[src/rtl/riscv_pkg.sv]
// Shared RISC-V front-end types and constants.
package riscv_pkg;
    localparam int XLEN = 32;
    localparam logic [XLEN-1:0] NOP_INSTR = 32'h00000013;  // addi x0,x0,0
    localparam logic [XLEN-1:0] RESET_PC  = 32'h00400000;

    typedef struct packed {
        logic [XLEN-1:0] pc;
        logic [XLEN-1:0] instr;
    } fetch_entry_t;

    // Queue occupancy class, derived from the entry count
    typedef enum logic [1:0] {
        Q_EMPTY   = 2'd0,
        Q_PARTIAL = 2'd1,
        Q_FULL    = 2'd2
    } q_state_e;
endpackage

[src/rtl/fetch_queue_mem.sv]
// Fetch queue storage: DEPTH x W registers, one write port, one async read port.
// Contents are deliberately not reset; validity is tracked by the pointer logic.
module fetch_queue_mem #(
    parameter int W     = 64,
    parameter int DEPTH = 4,
    parameter int AW    = $clog2(DEPTH)
) (
    input  logic          clk,
    input  logic          we,
    input  logic [AW-1:0] waddr,
    input  logic [W-1:0]  wdata,
    input  logic [AW-1:0] raddr,
    output logic [W-1:0]  rdata
);
    logic [W-1:0] mem [DEPTH];

    // Write port
    always_ff @(posedge clk) begin
        if (we) mem[waddr] <= wdata;
    end

    assign rdata = mem[raddr];
endmodule

[src/rtl/fetch_queue.sv]
// Instruction fetch queue between PC/imem and decode.
// Optional feature: define FETCH_QUEUE_BYPASS_EN to forward a fetch straight
// to decode when the queue is empty (zero-latency path).
module fetch_queue
    import riscv_pkg::*;
#(
    parameter int              N         = 32,
    parameter int              DEPTH     = 4,
    parameter logic [N-1:0]    NOP_INSTR = N'(riscv_pkg::NOP_INSTR),
    localparam int             CW        = $clog2(DEPTH+1)
) (
    input  logic          clk,
    input  logic          reset,
    input  logic          fetch_valid,
    input  logic [N-1:0]  fetch_pc,
    input  logic [N-1:0]  fetch_instr,
    input  logic          flush,
    output logic          bubble,
    output logic          id_valid,
    output logic [N-1:0]  id_pc,
    output logic [N-1:0]  id_instr,
    input  logic          id_ready,
    output logic [CW-1:0] count
);
    localparam int PW = $clog2(DEPTH);

    logic [PW-1:0]  rd_ptr, wr_ptr;
    logic [CW-1:0]  count_q;
    logic [2*N-1:0] rd_data;
    q_state_e       q_state;
    logic           byp, byp_take, mem_deq, enq;

    fetch_queue_mem #(.W(2*N), .DEPTH(DEPTH)) u_mem (
        .clk   (clk),
        .we    (enq),
        .waddr (wr_ptr),
        .wdata ({fetch_pc, fetch_instr}),
        .raddr (rd_ptr),
        .rdata (rd_data)
    );

    // Occupancy class from count
    always_comb begin
        q_state = Q_PARTIAL;
        if (count_q == '0)               q_state = Q_EMPTY;
        else if (count_q == CW'(DEPTH))  q_state = Q_FULL;
    end

`ifdef FETCH_QUEUE_BYPASS_EN
    assign byp = (q_state == Q_EMPTY) & fetch_valid & ~flush;
`else
    assign byp = 1'b0;
`endif

    // A bypassed fetch that decode takes right away never touches storage
    assign byp_take = byp & id_ready;
    assign mem_deq  = (q_state != Q_EMPTY) & id_ready;
    // A pop this cycle frees a slot for the incoming fetch even when full
    assign enq      = fetch_valid & ~flush & ~byp_take & ((q_state != Q_FULL) | mem_deq);
    assign bubble   = fetch_valid & ~flush & ~enq & ~byp_take;
    assign count    = count_q;

    // Decode-side view: head entry, bypassed fetch, or NOP when empty
    always_comb begin
        id_valid = 1'b0;
        id_pc    = '0;
        id_instr = NOP_INSTR;
        if (q_state != Q_EMPTY) begin
            id_valid = 1'b1;
            id_pc    = rd_data[2*N-1:N];
            id_instr = rd_data[N-1:0];
        end else if (byp) begin
            id_valid = 1'b1;
            id_pc    = fetch_pc;
            id_instr = fetch_instr;
        end
    end

    // Pointer and count update; flush empties the queue in one cycle
    always_ff @(posedge clk or posedge reset) begin
        if (reset) begin
            rd_ptr  <= '0;
            wr_ptr  <= '0;
            count_q <= '0;
        end else if (flush) begin
            rd_ptr  <= '0;
            wr_ptr  <= '0;
            count_q <= '0;
        end else begin
            if (enq)     wr_ptr <= wr_ptr + 1'b1;
            if (mem_deq) rd_ptr <= rd_ptr + 1'b1;
            case ({enq, mem_deq})
                2'b10:   count_q <= count_q + 1'b1;
                2'b01:   count_q <= count_q - 1'b1;
                default: count_q <= count_q;
            endcase
        end
    end
endmodule

[config.mk]
export PLATFORM = sky130hd
export DESIGN_NAME = fetch_queue
export DESIGN_NICKNAME = d
export VERILOG_FILES = /design/src/rtl/riscv_pkg.sv /design/src/rtl/fetch_queue_mem.sv /design/src/rtl/fetch_queue.sv
export SDC_FILE = /design/constraint.sdc
export NUM_CORES = 1
export LEC_CHECK = 0
export CAP_MARGIN = 30
export CORE_MARGIN = 1
export CORE_UTILIZATION = 37
export CTS_CLUSTER_DIAMETER = 120
export DETAILED_ROUTE_END_ITERATION = 12
export SYNTH_ARGS = -nofsm -noshare
export SYNTH_HDL_FRONTEND = slang
export SYNTH_HIERARCHICAL = 1
export SYNTH_SLANG_ARGS = --single-unit
[constraint.sdc]
create_clock -name clk -period 8.4 [get_ports clk]
set_input_delay 1.68 -clock clk [delete_from_list [all_inputs] [get_ports clk]]
set_output_delay 1.68 -clock clk [all_outputs]
set_load 0.05 [all_outputs]
==> results_tabular.tex <==
\begin{tabular}{lr}
\hline
Metric & Value \\
\hline
\multicolumn{2}{l}{\textbf{Placement}} \\
\quad Placed instance area & 12020 um\^{}2 \\
\quad Routability congestion estimate & 0.7698 \\
\quad Post-placement setup slack & 2.845 ns \\
\quad Port Buffer Count & 137 \\
\quad Number of placed instances, taps included & 957 \\
\quad Detailed-placement wirelength estimate & 11.17 mm \\
\multicolumn{2}{l}{\textbf{Worst setup path}} \\
\quad Capturing element type of the critical path & output pin \\
\quad Buf/Inv on CP & 2 \\
\quad Top Family by Delay on Critical Path & buffers and inverters \\
\quad Class of the most critical setup path & in -> out \\
\quad Top fanout value on the critical path & 13 \\
\quad Worst path arrival time & 3.87 ns \\
\quad Highest-delay cell along the critical path & clkdlybuf4s50\_1 \\
\quad Crit path cell chain & clkdlybuf4s50\_1, or4b\_4, nor2\_1, clkdlybuf4s50\_1 \\
\quad Largest stage delay, worst path & 0.81 ns \\
\quad Register-to-register setup slack & 5.73 ns \\
\quad Critical path data required time & 6.72 ns \\
\quad Reg2reg start & count[1]\$\_DFFE\_PP0P\_ \\
\quad Source of the critical timing path & id\_ready \\
\quad Cell mode on critical path & clkdlybuf4s50\_1 \\
\quad Critical path launch point type & input port \\
\multicolumn{2}{l}{\textbf{Yosys}} \\
\quad Top flip-flop cell by instance count after synthesis & edfxtp\_1 \\
\quad Count of yosys warnings during synthesis & 6 \\
\quad Cell Area, Synth & 10290 um\^{}2 \\
\quad Share of synthesized registers carrying an async set or reset & 0.02662 \\
\quad Post-synthesis cell count & 465 \\
\quad Syn nets & 535 \\
\quad Count of flip-flops with a built-in enable after synthesis & 256 \\
\quad Synthesized area per cell & 22.13 um\^{}2 \\
\quad Register bit total from synthesis & 263 \\
\quad Sequential area share after synthesis & 0.7639 \\
\quad Number of distinct library cell variants in the gate-level netlist after synthesis & 35 \\
\multicolumn{2}{l}{\textbf{Drt}} \\
\quad Detail-routed net length per standard cell & 19.76 um \\
\quad DRT Wirelength & 19.88 mm \\
\quad DRC violation count after routing & 0 \\
\quad Total number of vias & 4968 \\
\quad Length of the first detailed-routing pass in iterations & 4 \\
\quad Vias per cell & 4.938 \\
\quad Number of nets with antenna violations after routing & 0 \\
\quad Violation count after the first detailed-routing iteration & 236 \\
\multicolumn{2}{l}{\textbf{Die}} \\
\quad I/O pin cnt & 138 \\
\quad Cell Rows & 60 \\
\quad Horizontal die dimension & 168.8 um \\
\quad DIE HEIGHT & 168.8 um \\
\quad Initial standard-cell utilization of the core & 0.3798 \\
\quad Floorplan die area & 28490 um\^{}2 \\
\quad Placeable core area & 27100 um\^{}2 \\
\multicolumn{2}{l}{\textbf{Timing}} \\
\quad Final setup violation count & 0 \\
\quad Tightest slew margin relative to the limit & 0.4430 \\
\quad Count of final max-slew check failures & 0 \\
\quad Minimum hold slack & 0.6639 ns \\
\quad Final sum of negative setup slack & 0 ns \\
\quad Achievable clock frequency & 180.1 MHz \\
\quad Crit share post-route & 0.6611 \\
\quad Setup skew after layout & 0.01445 ns \\
\quad Clock period minus final worst setup slack & 5.553 ns \\
\quad Transition at the pin with the smallest max-transition slack & 0.8355 ns \\
\quad Final Hold Fails & 0 \\
\quad Unrepaired setup endpoints after global routing & no \\
\quad Post-route setup slack & 2.847 ns \\
\multicolumn{2}{l}{\textbf{CTS}} \\
\quad Clk root buf & clkbuf\_16 \\
\quad Count of clock tree sinks & 263 \\
\quad Deepest clock path buffer count & 3 \\
\quad Post-CTS setup buffer count & 0 \\
\quad Number of H-tree levels & 1 \\
\quad Clock-pin slew reported for the worst setup and hold paths after clock tree synthesis & 0.06 ns \\
\quad Post\_cts resized & 0 \\
\quad TritonCTS Buffers & 28 \\
\quad Source-to-sink clock delay at the later pin of the worst-skew pair & 0.54 ns \\
\quad Clock tree from TritonCTS & built \\
\quad CTS Hold Bufs & 0 \\
\multicolumn{2}{l}{\textbf{Power and ir drop}} \\
\quad Leakage Power & 4.050 nW \\
\quad Cell area power density & 301.0 nW/um\^{}2 \\
\quad Max rail drop VDD & 0.2268 mV \\
\quad Final Total Pwr & 3.880 mW \\
\multicolumn{2}{l}{\textbf{GRT}} \\
\quad Overall routing resource usage & 0.1443 \\
\quad Largest net degree at the start of global routing & 69 \\
\quad Wire length of the first global-routing pass & 31.40 mm \\
\quad Remaining global-route overflow & 0 \\
\quad Antenna violations before repair & 1 \\
\quad Via count of the first global-routing pass & 5447 \\
\multicolumn{2}{l}{\textbf{Final layout}} \\
\quad Fraction of final layout cells with drive strength greater than 1 & 0.1738 \\
\quad Utilization of the core after routing & 0.4757 \\
\quad Filler-free cell count of the finished design & 1006 \\
\quad Layout overhead on the synthesized area & 25.25\% \\
\quad Commonest cells after routing, fill and taps aside & edfxtp\_1 (256), clkdlybuf4s50\_1 (137), and2\_1 (61) \\
\quad Post-route cell area & 12890 um\^{}2 \\
\quad Most common library cell in the layout ignoring fill and taps & edfxtp\_1 \\
\quad Post-layout nets & 685 \\
\multicolumn{2}{l}{\textbf{Worst hold path}} \\
\quad Type of the most critical hold path & reg -> reg \\
\quad Startpoint of the lowest-slack hold path & wr\_ptr[1]\$\_DFFE\_PP0P\_ \\
\multicolumn{2}{l}{\textbf{Status}} \\
\quad Result of the run & complete, no violations \\
\multicolumn{2}{l}{\textbf{Job}} \\
\quad Count of maximum capacitance violations & 0 \\
\hline
\end{tabular}
-- power breakdown --
| group | total [mW] | switching (mW) | internal (mW) |
|---|---|---|---|
| clock network | 1.16 | 0.461 | 0.702 |
| logic | 1.17 | 0.716 | 0.451 |
| registers | 1.55 | 0.0537 | 1.50 |
| total | 3.88 | 1.23 | 2.65 |
-- tightest hold or removal path: cells and delay by family (launching register included) --
family                    cells  cell delay, ns
xor gates and xnor gates      1            0.09
DFF                           1            0.43
and+or+nand+nor               1            0.09
-- state kept, by name, indices dropped and copies added (netlist names) --
signal     flops
wr_ptr         2
rd_ptr         2
u_mem/mem    256
count          3
-- final cells by class --
cell class	count	area, um^2
fillers	2268	14210
repair buffers	144	1464
clock inverters	10	132.6
inverters	1	3.754
multi-input cells	177	2215
diodes	1	2.502
flip-flops and latches	263	7870
well taps	372	465.4
clock buffers	38	738.2
-- cells in the mapped netlist (2+ instances only) --
master | number | area (um^2)
a21oi_1 | 4 | 20.02
and2_1 | 61 | 381.6
and3_1 | 2 | 12.51
and3b_1 | 3 | 26.28
buf_12 | 6 | 120.1
buf_2 | 8 | 40.04
buf_6 | 4 | 45.04
clkbuf_1 | 5 | 18.77
dfrtp_1 | 7 | 175.2
edfxtp_1 | 256 | 7687
mux4_1 | 4 | 105.1
mux4_2 | 60 | 1351
nand2_1 | 2 | 7.510
nand2b_1 | 6 | 37.54
nand3_2 | 2 | 20.02
nor2_1 | 8 | 30.03
nor2b_1 | 3 | 18.77
nor3b_1 | 2 | 15.01
o21ai_0 | 3 | 15.01
xor2_1 | 4 | 35.03
-- routing by layer --
layer	wire, um	vias up	track usage
met1	7982	2622	0.1745
met5	0	-	0
met4	424	0	0.03320
li1	-	2193	-
met2	10130	124	0.2533
met3	1340	29	0.04325
-- worst paths after layout --
path                                               to  cells after the start
min in group asynchronous        count[0]$_DFFE_PP0P_                      2
hold reg to reg                 wr_ptr[1]$_DFFE_PP0P_                      2
setup reg to reg           u_mem/mem[1][11]$_DFFE_PP_                      4
setup / recovery                               bubble                      4
hold / removal                  wr_ptr[1]$_DFFE_PP0P_                      2
max in group asynchronous       rd_ptr[0]$_DFFE_PP0P_                      2
-- cells by family after synthesis --
family	synth area share
AOI/OAI and AO/OA	0.008146
muxes	0.1425
DFF	0.7639
and+or+nand+nor	0.05750
xor gates and xnor gates	0.003403
buffers and inverters	0.02261
adders and majority gates	0.001945
Note: power is estimated with default switching activity, not from simulation.
